`src/rtl/fifo_wr_arbiter.sv`:
```
// fifo_wr_arbiter
// ----------------
// Round-robin arbiter that shares the single write port of the transmit-side
// asynchronous FIFO between NUM_REQ requesters in the w_clk domain. One
// requester is granted at a time. A grant lasts for a bounded burst of up to
// MAX_BURST beats, or until the requester's end-of-message beat. FIFO-full
// backpressure is applied to the granted requester only.
//
// Optional feature (compile-time macro):
//   ARB_PKT_LOCK_EN - packet lock. A grant ends only on an accepted beat with
//                     req_last. MAX_BURST is ignored, and a low req_valid
//                     does not release the grant. Whole messages are
//                     therefore never interleaved in the FIFO.
//
// Parameters:
//   NUM_REQ     number of requesters (2..16)
//   DATA_WIDTH  beat width, equal to the FIFO data width
//   MAX_BURST   maximum beats per grant (1..255)
//
// Ports:
//   w_clk        write-domain clock, rising edge
//   w_rst_n      asynchronous active-low reset
//   req_valid    per-requester beat valid
//   req_last     per-requester end-of-message flag, qualified by req_valid
//   req_data     requester i occupies bits [i*DATA_WIDTH +: DATA_WIDTH]
//   req_ready    per-requester accept, at most one bit high
//   fifo_w_en    FIFO write strobe
//   fifo_w_data  FIFO write data
//   fifo_w_full  FIFO full flag
//   grant_id     index of the current or most recent grant (registered)
//   busy         high while a grant is active (registered)

module fifo_wr_arbiter #(
   parameter  int NUM_REQ    = 4,
   parameter  int DATA_WIDTH = 8,
   parameter  int MAX_BURST  = 4,
   localparam int GID_W      = $clog2(NUM_REQ)
) (
   input  logic                          w_clk,
   input  logic                          w_rst_n,
   input  logic [NUM_REQ-1:0]            req_valid,
   input  logic [NUM_REQ-1:0]            req_last,
   input  logic [NUM_REQ*DATA_WIDTH-1:0] req_data,
   output logic [NUM_REQ-1:0]            req_ready,
   output logic                          fifo_w_en,
   output logic [DATA_WIDTH-1:0]         fifo_w_data,
   input  logic                          fifo_w_full,
   output logic [GID_W-1:0]              grant_id,
   output logic                          busy
);

   localparam int CNT_W = $clog2(MAX_BURST + 1);

   typedef enum logic {
      ST_IDLE,
      ST_GRANT
   } state_t;

   state_t                state_q, state_d;
   logic [GID_W-1:0]      grant_id_q, grant_id_d;
   logic [GID_W-1:0]      last_grant_q, last_grant_d;
   logic [CNT_W-1:0]      beat_cnt_q, beat_cnt_d;
   logic                  busy_q, busy_d;

   logic [DATA_WIDTH-1:0] req_data_arr [NUM_REQ];
   logic                  found;
   logic [GID_W-1:0]      pick_idx;
   logic [GID_W-1:0]      cand_idx;
   logic                  grant_valid;
   logic                  grant_last;
   logic                  accept;
   logic                  burst_done;
   logic                  release_grant;

   // Split the flat data bus into one word per requester.
   always_comb begin
      for (int i = 0; i < NUM_REQ; i++) begin
         req_data_arr[i] = req_data[i*DATA_WIDTH +: DATA_WIDTH];
      end
   end

   // Round-robin search: first requesting index starting just above the
   // previous grant and wrapping. Because last_grant resets to NUM_REQ-1,
   // the first grant after reset goes to the lowest requesting index.
   always_comb begin
      found    = 1'b0;
      pick_idx = '0;
      cand_idx = '0;
      for (int i = 1; i <= NUM_REQ; i++) begin
         cand_idx = GID_W'((int'(last_grant_q) + i) % NUM_REQ);
         if (!found && req_valid[cand_idx]) begin
            found    = 1'b1;
            pick_idx = cand_idx;
         end
      end
   end

   // Write-port steering. These outputs are combinational so that a full
   // flag rising mid-burst blocks the strobe in the same cycle.
   always_comb begin
      grant_valid = req_valid[grant_id_q];
      grant_last  = req_last[grant_id_q];
      fifo_w_data = req_data_arr[grant_id_q];
      req_ready   = '0;
      if (state_q == ST_GRANT && !fifo_w_full) begin
         req_ready[grant_id_q] = 1'b1;
      end
      accept    = (state_q == ST_GRANT) && grant_valid && !fifo_w_full;
      fifo_w_en = accept;
   end

`ifdef ARB_PKT_LOCK_EN
   // Packet lock: only an accepted last beat ends the grant.
   assign burst_done    = 1'b0;
   assign release_grant = 1'b0;
`else
   // The beat being accepted now is the MAX_BURST-th one when the count
   // still sits one below the limit. A low valid releases the grant only
   // while the FIFO has space, so a requester is never dropped because of
   // backpressure.
   assign burst_done    = (beat_cnt_q == CNT_W'(MAX_BURST - 1));
   assign release_grant = !grant_valid && !fifo_w_full;
`endif

   // Next-state logic. A last beat that also completes the burst simply
   // exits once, since both conditions feed the same transition.
   always_comb begin
      state_d      = state_q;
      grant_id_d   = grant_id_q;
      last_grant_d = last_grant_q;
      beat_cnt_d   = beat_cnt_q;
      case (state_q)
         ST_IDLE: begin
            if (found) begin
               state_d      = ST_GRANT;
               grant_id_d   = pick_idx;
               last_grant_d = pick_idx;
               beat_cnt_d   = '0;
            end
         end
         ST_GRANT: begin
            if (accept) begin
               if (beat_cnt_q != CNT_W'(MAX_BURST)) begin
                  beat_cnt_d = beat_cnt_q + CNT_W'(1);
               end
               if (grant_last || burst_done) begin
                  state_d = ST_IDLE;
               end
            end else if (release_grant) begin
               state_d = ST_IDLE;
            end
         end
         default: begin
            state_d = ST_IDLE;
         end
      endcase
      busy_d = (state_d == ST_GRANT);
   end

   // State registers. Reset is asynchronous, so an in-flight burst stops
   // strobing the FIFO the moment w_rst_n falls.
   always_ff @(posedge w_clk or negedge w_rst_n) begin
      if (!w_rst_n) begin
         state_q      <= ST_IDLE;
         grant_id_q   <= '0;
         last_grant_q <= GID_W'(NUM_REQ - 1);
         beat_cnt_q   <= '0;
         busy_q       <= 1'b0;
      end else begin
         state_q      <= state_d;
         grant_id_q   <= grant_id_d;
         last_grant_q <= last_grant_d;
         beat_cnt_q   <= beat_cnt_d;
         busy_q       <= busy_d;
      end
   end

   assign grant_id = grant_id_q;
   assign busy     = busy_q;

endmodule

```
`config.mk`:
```
export PLATFORM = sky130hd
export DESIGN_NAME = fifo_wr_arbiter
export DESIGN_NICKNAME = d
export VERILOG_FILES = /design/src/rtl/fifo_wr_arbiter.sv
export SDC_FILE = /design/constraint.sdc
export NUM_CORES = 1
export LEC_CHECK = 0
export ABC_AREA = 1
export CAP_MARGIN = 20
export CORE_UTILIZATION = 38
export CTS_BUF_LIST = sky130_fd_sc_hd__clkbuf_2
export DETAILED_ROUTE_END_ITERATION = 7
export PLACE_DENSITY = 0.95
export SLEW_MARGIN = 20
export SYNTH_ARGS = -nofsm -noshare
export SYNTH_HDL_FRONTEND = slang
export SYNTH_SLANG_ARGS = --single-unit
```
`constraint.sdc`:
```
create_clock -name w_clk -period 1.7 [get_ports w_clk]
set_input_delay 0.34 -clock w_clk [delete_from_list [all_inputs] [get_ports w_clk]]
set_output_delay 0.34 -clock w_clk [all_outputs]
set_load 0.02 [all_outputs]
```
==> impl_metrics.prom, run 1 <==
# TYPE chip_impl_metric gauge
chip_impl_metric{name="synth-seq-area-share",unit="%"} 21.66
chip_impl_info{name="most_common_library_cell_in_the_layout_ignoring_fill_and_taps",value="sky130_fd_sc_hd__nand2_1"} 1
chip_impl_metric{name="critical_path.n_buffers_inverters",unit=""} 3
chip_impl_metric{name="placed_cells",unit=""} 263
chip_impl_metric{name="groute.layer.met2.usage",unit="%"} 57.58
chip_impl_metric{name="clk-insertion-delay-late",unit="ps"} 250
chip_impl_metric{name="numClockSinks",unit=""} 8
chip_impl_metric{name="worst_ep_arrival_time",unit="ps"} 1540
chip_impl_metric{name="yosysTopAreaCellShare",unit="%"} 26.07
chip_impl_metric{name="hpwl",unit="microns"} 2512
chip_impl_info{name="top_usage_layer",value="met2"} 1
chip_impl_metric{name="syn-num-nets",unit=""} 199
chip_impl_metric{name="cts_max_path_buffers",unit=""} 2
chip_impl_metric{name="p_per_area",unit="mW/mm^2"} 1790
chip_impl_info{name="regToRegEndpoint",value="grant_id[1]$_DFFE_PN0P_"} 1
chip_impl_info{name="leading_cell_types_in_the_layout_fill_and_taps_excluded",value="sky130_fd_sc_hd__nand2_1 (57), sky130_fd_sc_hd__clkdlybuf4s50_1 (42), sky130_fd_sc_hd__buf_4 (29), sky130_fd_sc_hd__inv_1 (14), sky130_fd_sc_hd__buf_6 (14)"} 1
chip_impl_metric{name="number_of_primary_i_o_pins",unit=""} 59
chip_impl_info{name="timing_worst_setup_path_type",value="reg2out"} 1
chip_impl_metric{name="ys.warnings.count",unit=""} 0
chip_impl_metric{name="use_met3",unit="%"} 6.140
chip_impl_metric{name="layoutNonFillerInstCount",unit=""} 275
chip_impl_metric{name="reg2reg_setup_slack",unit="ps"} 70
chip_impl_info{name="kind_of_cell_adding_the_most_delay_to_the_critical_path",value="flip-flops"} 1
chip_impl_metric{name="grt_pass1_wl",unit="microns"} 6016
chip_impl_metric{name="layout.filler_cells",unit=""} 97
chip_impl_metric{name="number_of_cells_on_the_worst_reg_to_reg_path",unit=""} 10
chip_impl_info{name="worst_setup_path_endpoint",value="fifo_w_data[4]"} 1
chip_impl_metric{name="via_count_of_the_first_global_routing_pass",unit=""} 1376
chip_impl_info{name="synthFlopType",value="sky130_fd_sc_hd__dfrtp_1"} 1
chip_impl_info{name="cts_tree",value="built"} 1
chip_impl_info{name="outcome",value="finished, violations left"} 1
chip_impl_info{name="grt_setup_unrepaired",value="true"} 1
chip_impl_metric{name="synth_async_sr_flop_share",unit="%"} 100.0
chip_impl_metric{name="syn_area",unit="sq um"} 935.9
chip_impl_metric{name="area_growth",unit="%"} 108.6
chip_impl_metric{name="max_stage_delay",unit="ps"} 450
chip_impl_metric{name="pre_cts_ws",unit="ps"} -479.6
chip_impl_metric{name="post_synth_num_cell_types",unit=""} 25
chip_impl_metric{name="initial_core_util",unit="%"} 41.12
chip_impl_metric{name="fin_setup_tns",unit="ps"} -1419
chip_impl_metric{name="cts_max_level",unit=""} 1
chip_impl_metric{name="io_buffers",unit=""} 58
chip_impl_info{name="synthDominantAreaCellType",value="sky130_fd_sc_hd__nand2_1"} 1
chip_impl_metric{name="cts.clk_slew.worst_paths",unit="ps"} 90
chip_impl_metric{name="fin_crit_sh",unit="%"} 110.8
chip_impl_metric{name="final_count_of_hold_timing_violations",unit=""} 0
chip_impl_metric{name="finalWirelength",unit="microns"} 4604
chip_impl_info{name="worst_setup_sp",value="grant_id[1]$_DFFE_PN0P_"} 1
chip_impl_metric{name="finish.net_count",unit=""} 294
chip_impl_info{name="endpoint_kind",value="primary output"} 1
chip_impl_metric{name="finalSetupViolCount",unit=""} 20
chip_impl_metric{name="power_leakage",unit="nW"} 0.9913
chip_impl_metric{name="fmax",unit="MHz"} 531.1
chip_impl_info{name="path_cells",value="nand2_2 > clkinv_4 > buf_6 > a22oi_1 > nand2_1 > buf_6"} 1
chip_impl_metric{name="final_setup_slack_of_the_worst_path",unit="ps"} -182.9
chip_impl_metric{name="grtUsageTotal",unit="%"} 30.79
chip_impl_metric{name="critical_path_depth",unit=""} 6
chip_impl_metric{name="drive_above_1_share",unit="%"} 38.46
chip_impl_metric{name="weighted_congestion_reported_at_the_end_of_routability_driven_placement",unit=""} 0.8706
chip_impl_metric{name="vdd_drop_max",unit="V"} 0.001176
chip_impl_metric{name="dr.pass1.iters",unit=""} 4
chip_impl_metric{name="use_met1",unit="%"} 30.58
chip_impl_metric{name="number_of_enable_type_register_cells_in_the_synthesized_netlist",unit=""} 0
chip_impl_metric{name="cp_data_required_time",unit="ps"} 1360
chip_impl_metric{name="die_w",unit="microns"} 51.63
chip_impl_info{name="netlist_top_cells_area",value="sky130_fd_sc_hd__nand2_1 (26%), sky130_fd_sc_hd__dfrtp_1 (16%), sky130_fd_sc_hd__a22oi_1 (8.8%), sky130_fd_sc_hd__nand3_1 (7.0%), sky130_fd_sc_hd__inv_1 (6.4%)"} 1
chip_impl_metric{name="fin_crit",unit="ps"} 1883
chip_impl_info{name="ctsRootBufferMaster",value="sky130_fd_sc_hd__clkbuf_2"} 1
chip_impl_metric{name="die_area",unit="sq mm"} 0.002665
chip_impl_metric{name="drt-wirelength-per-cell",unit="microns"} 16.74
chip_impl_metric{name="core_area",unit="sq mm"} 0.002276
chip_impl_info{name="critical-path-top-cell-by-count",value="sky130_fd_sc_hd__buf_6"} 1
chip_impl_metric{name="antenna-diode-count",unit=""} 0
chip_impl_metric{name="floorplan.die.height",unit="microns"} 51.63
chip_impl_info{name="critPathLaunchType",value="register"} 1
chip_impl_metric{name="syn-mean-instance-area",unit="sq um"} 6.117
chip_impl_info{name="failed_checks",value="setup timing"} 1
chip_impl_metric{name="number_of_nets_with_antenna_violations_after_detailed_routing",unit=""} 0
chip_impl_metric{name="worst_hold_slack",unit="ps"} 352.8
chip_impl_metric{name="max-cap-violations",unit=""} 0
chip_impl_metric{name="slew_headroom",unit="%"} 76.97
chip_impl_info{name="worst_r2r_startpoint",value="last_grant_q[0]$_DFFE_PN1P_"} 1
chip_impl_metric{name="via_count",unit=""} 1446
chip_impl_metric{name="grt_max_degree",unit=""} 10
chip_impl_metric{name="std_cell_rows",unit=""} 17
chip_impl_metric{name="fin_worst_skew",unit="ps"} 9.323
chip_impl_info{name="holdCritPathClass",value="in2async"} 1
chip_impl_metric{name="crit_path_max_fanout",unit=""} 4
chip_impl_metric{name="drt_iter0_markers",unit=""} 39
chip_impl_metric{name="slew_viol_final",unit=""} 0
chip_impl_metric{name="post_synthesis_instance_total",unit=""} 153
chip_impl_metric{name="grt.overflow.total",unit=""} 0
chip_impl_metric{name="antenna_found_initial",unit=""} 0
chip_impl_metric{name="numCtsBuffers",unit=""} 3
chip_impl_metric{name="synth-seq-cells",unit=""} 8
chip_impl_info{name="worst_path_max_delay_cell",value="sky130_fd_sc_hd__dfrtp_1"} 1
chip_impl_metric{name="drt_drc_violations_left",unit=""} 0
chip_impl_metric{name="tightestPinTransition",unit="ps"} 344.4
chip_impl_metric{name="cts_hold_repair.buffers",unit=""} 0
chip_impl_metric{name="vias_per_instance",unit=""} 5.258
## through the flow
step / total power [mW] / instance area, sq um / utilization (%)
after detailed placement: 2.721 / 1732 / 76.09
after global routing: 3.686 / 1952 / 85.76
after floorplan: 1.681 / 935.9 / -
after global placement: 2.667 / 1732 / 76.09
final: 3.495 / 1952 / 85.76
after CTS: 3.118 / 1864 / 81.91
## synthesized netlist by cell type, types with 2 or more instances
cell type	n
sky130_fd_sc_hd__nand2_1	65
sky130_fd_sc_hd__inv_1	16
sky130_fd_sc_hd__nand3_1	13
sky130_fd_sc_hd__a22oi_1	11
sky130_fd_sc_hd__nor2_1	9
sky130_fd_sc_hd__dfrtp_1	6
sky130_fd_sc_hd__inv_2	4
sky130_fd_sc_hd__a21oi_1	3
sky130_fd_sc_hd__ha_1	3
sky130_fd_sc_hd__nand2_2	3
sky130_fd_sc_hd__nand4_1	3
sky130_fd_sc_hd__dfstp_2	2
sky130_fd_sc_hd__nand2_4	2
sky130_fd_sc_hd__nor2_4	2
## power by group
part	switching, mW	internal, mW
Sequential	0.0979	0.291
Combinational	1.64	1.33
Clock	0.0711	0.0625
Total	1.81	1.69
## kinds of logic (layout without fill, tap and decap cells)
kind of cell / after synthesis / after routing / synth area share, %
AND/OR/NAND/NOR: 102 / 102 / 50.53
buffers and inverters: 23 / 117 / 9.893
flip-flops: 8 / 8 / 21.66
AO/OA/AOI/OAI: 17 / 17 / 13.90
adder cells (fa/ha/maj): 3 / 3 / 4.011
## worst min path at each step
stage	from	endpoint	slack [ps]	cells past startpoint
finish	w_rst_n	grant_id[1]$_DFFE_PN0P_	350	1
global route	w_rst_n	grant_id[1]$_DFFE_PN0P_	360	1
CTS	w_rst_n	grant_id[1]$_DFFE_PN0P_	350	1
detailed placement	last_grant_q[0]$_DFFE_PN1P_	last_grant_q[0]$_DFFE_PN1P_	510	2
global placement	last_grant_q[0]$_DFFE_PN1P_	last_grant_q[0]$_DFFE_PN1P_	510	2
floorplan	w_rst_n	beat_cnt_q[0]$_DFFE_PN0P_	40	0
## layout make-up
| cell class | instances | area [sq um] | share of cell area (%) |
|---|---|---|---|
| clock buffer | 4 | 20.02 | 1.026 |
| inverter | 22 | 100.1 | 5.128 |
| multi-input combinational | 122 | 752.0 | 38.53 |
| sequential | 8 | 203.9 | 10.45 |
| tap | 28 | 35.03 | 1.795 |
| timing repair buffer | 91 | 840.8 | 43.08 |
## metal layers
layer,vias to the layer above,part of all wire [%]
met2,86,50
met1,660,38
met3,23,7.9
met5,-,0
met4,0,4.2
li1,677,-
## flip-flops by register name, indices dropped and copies added (netlist names)
signal,flops
beat_cnt_q,3
busy,1
grant_id,2
last_grant_q,2
## what timing repair did
item	CTS	global route
pin swaps	8	12
setup endpoints to repair	15	20
setup buffers	5	3
gates resized for setup	96	19
No activity file was read; power rests on OpenSTA's default activity.
==> inputs of run 2 (changes only) <==
Settings changed: GPL_ROUTABILITY_DRIVEN from default to 1.
==> results of run 2 <==
Same layout as run 1: the final DEF is identical, and so are final timing and power.
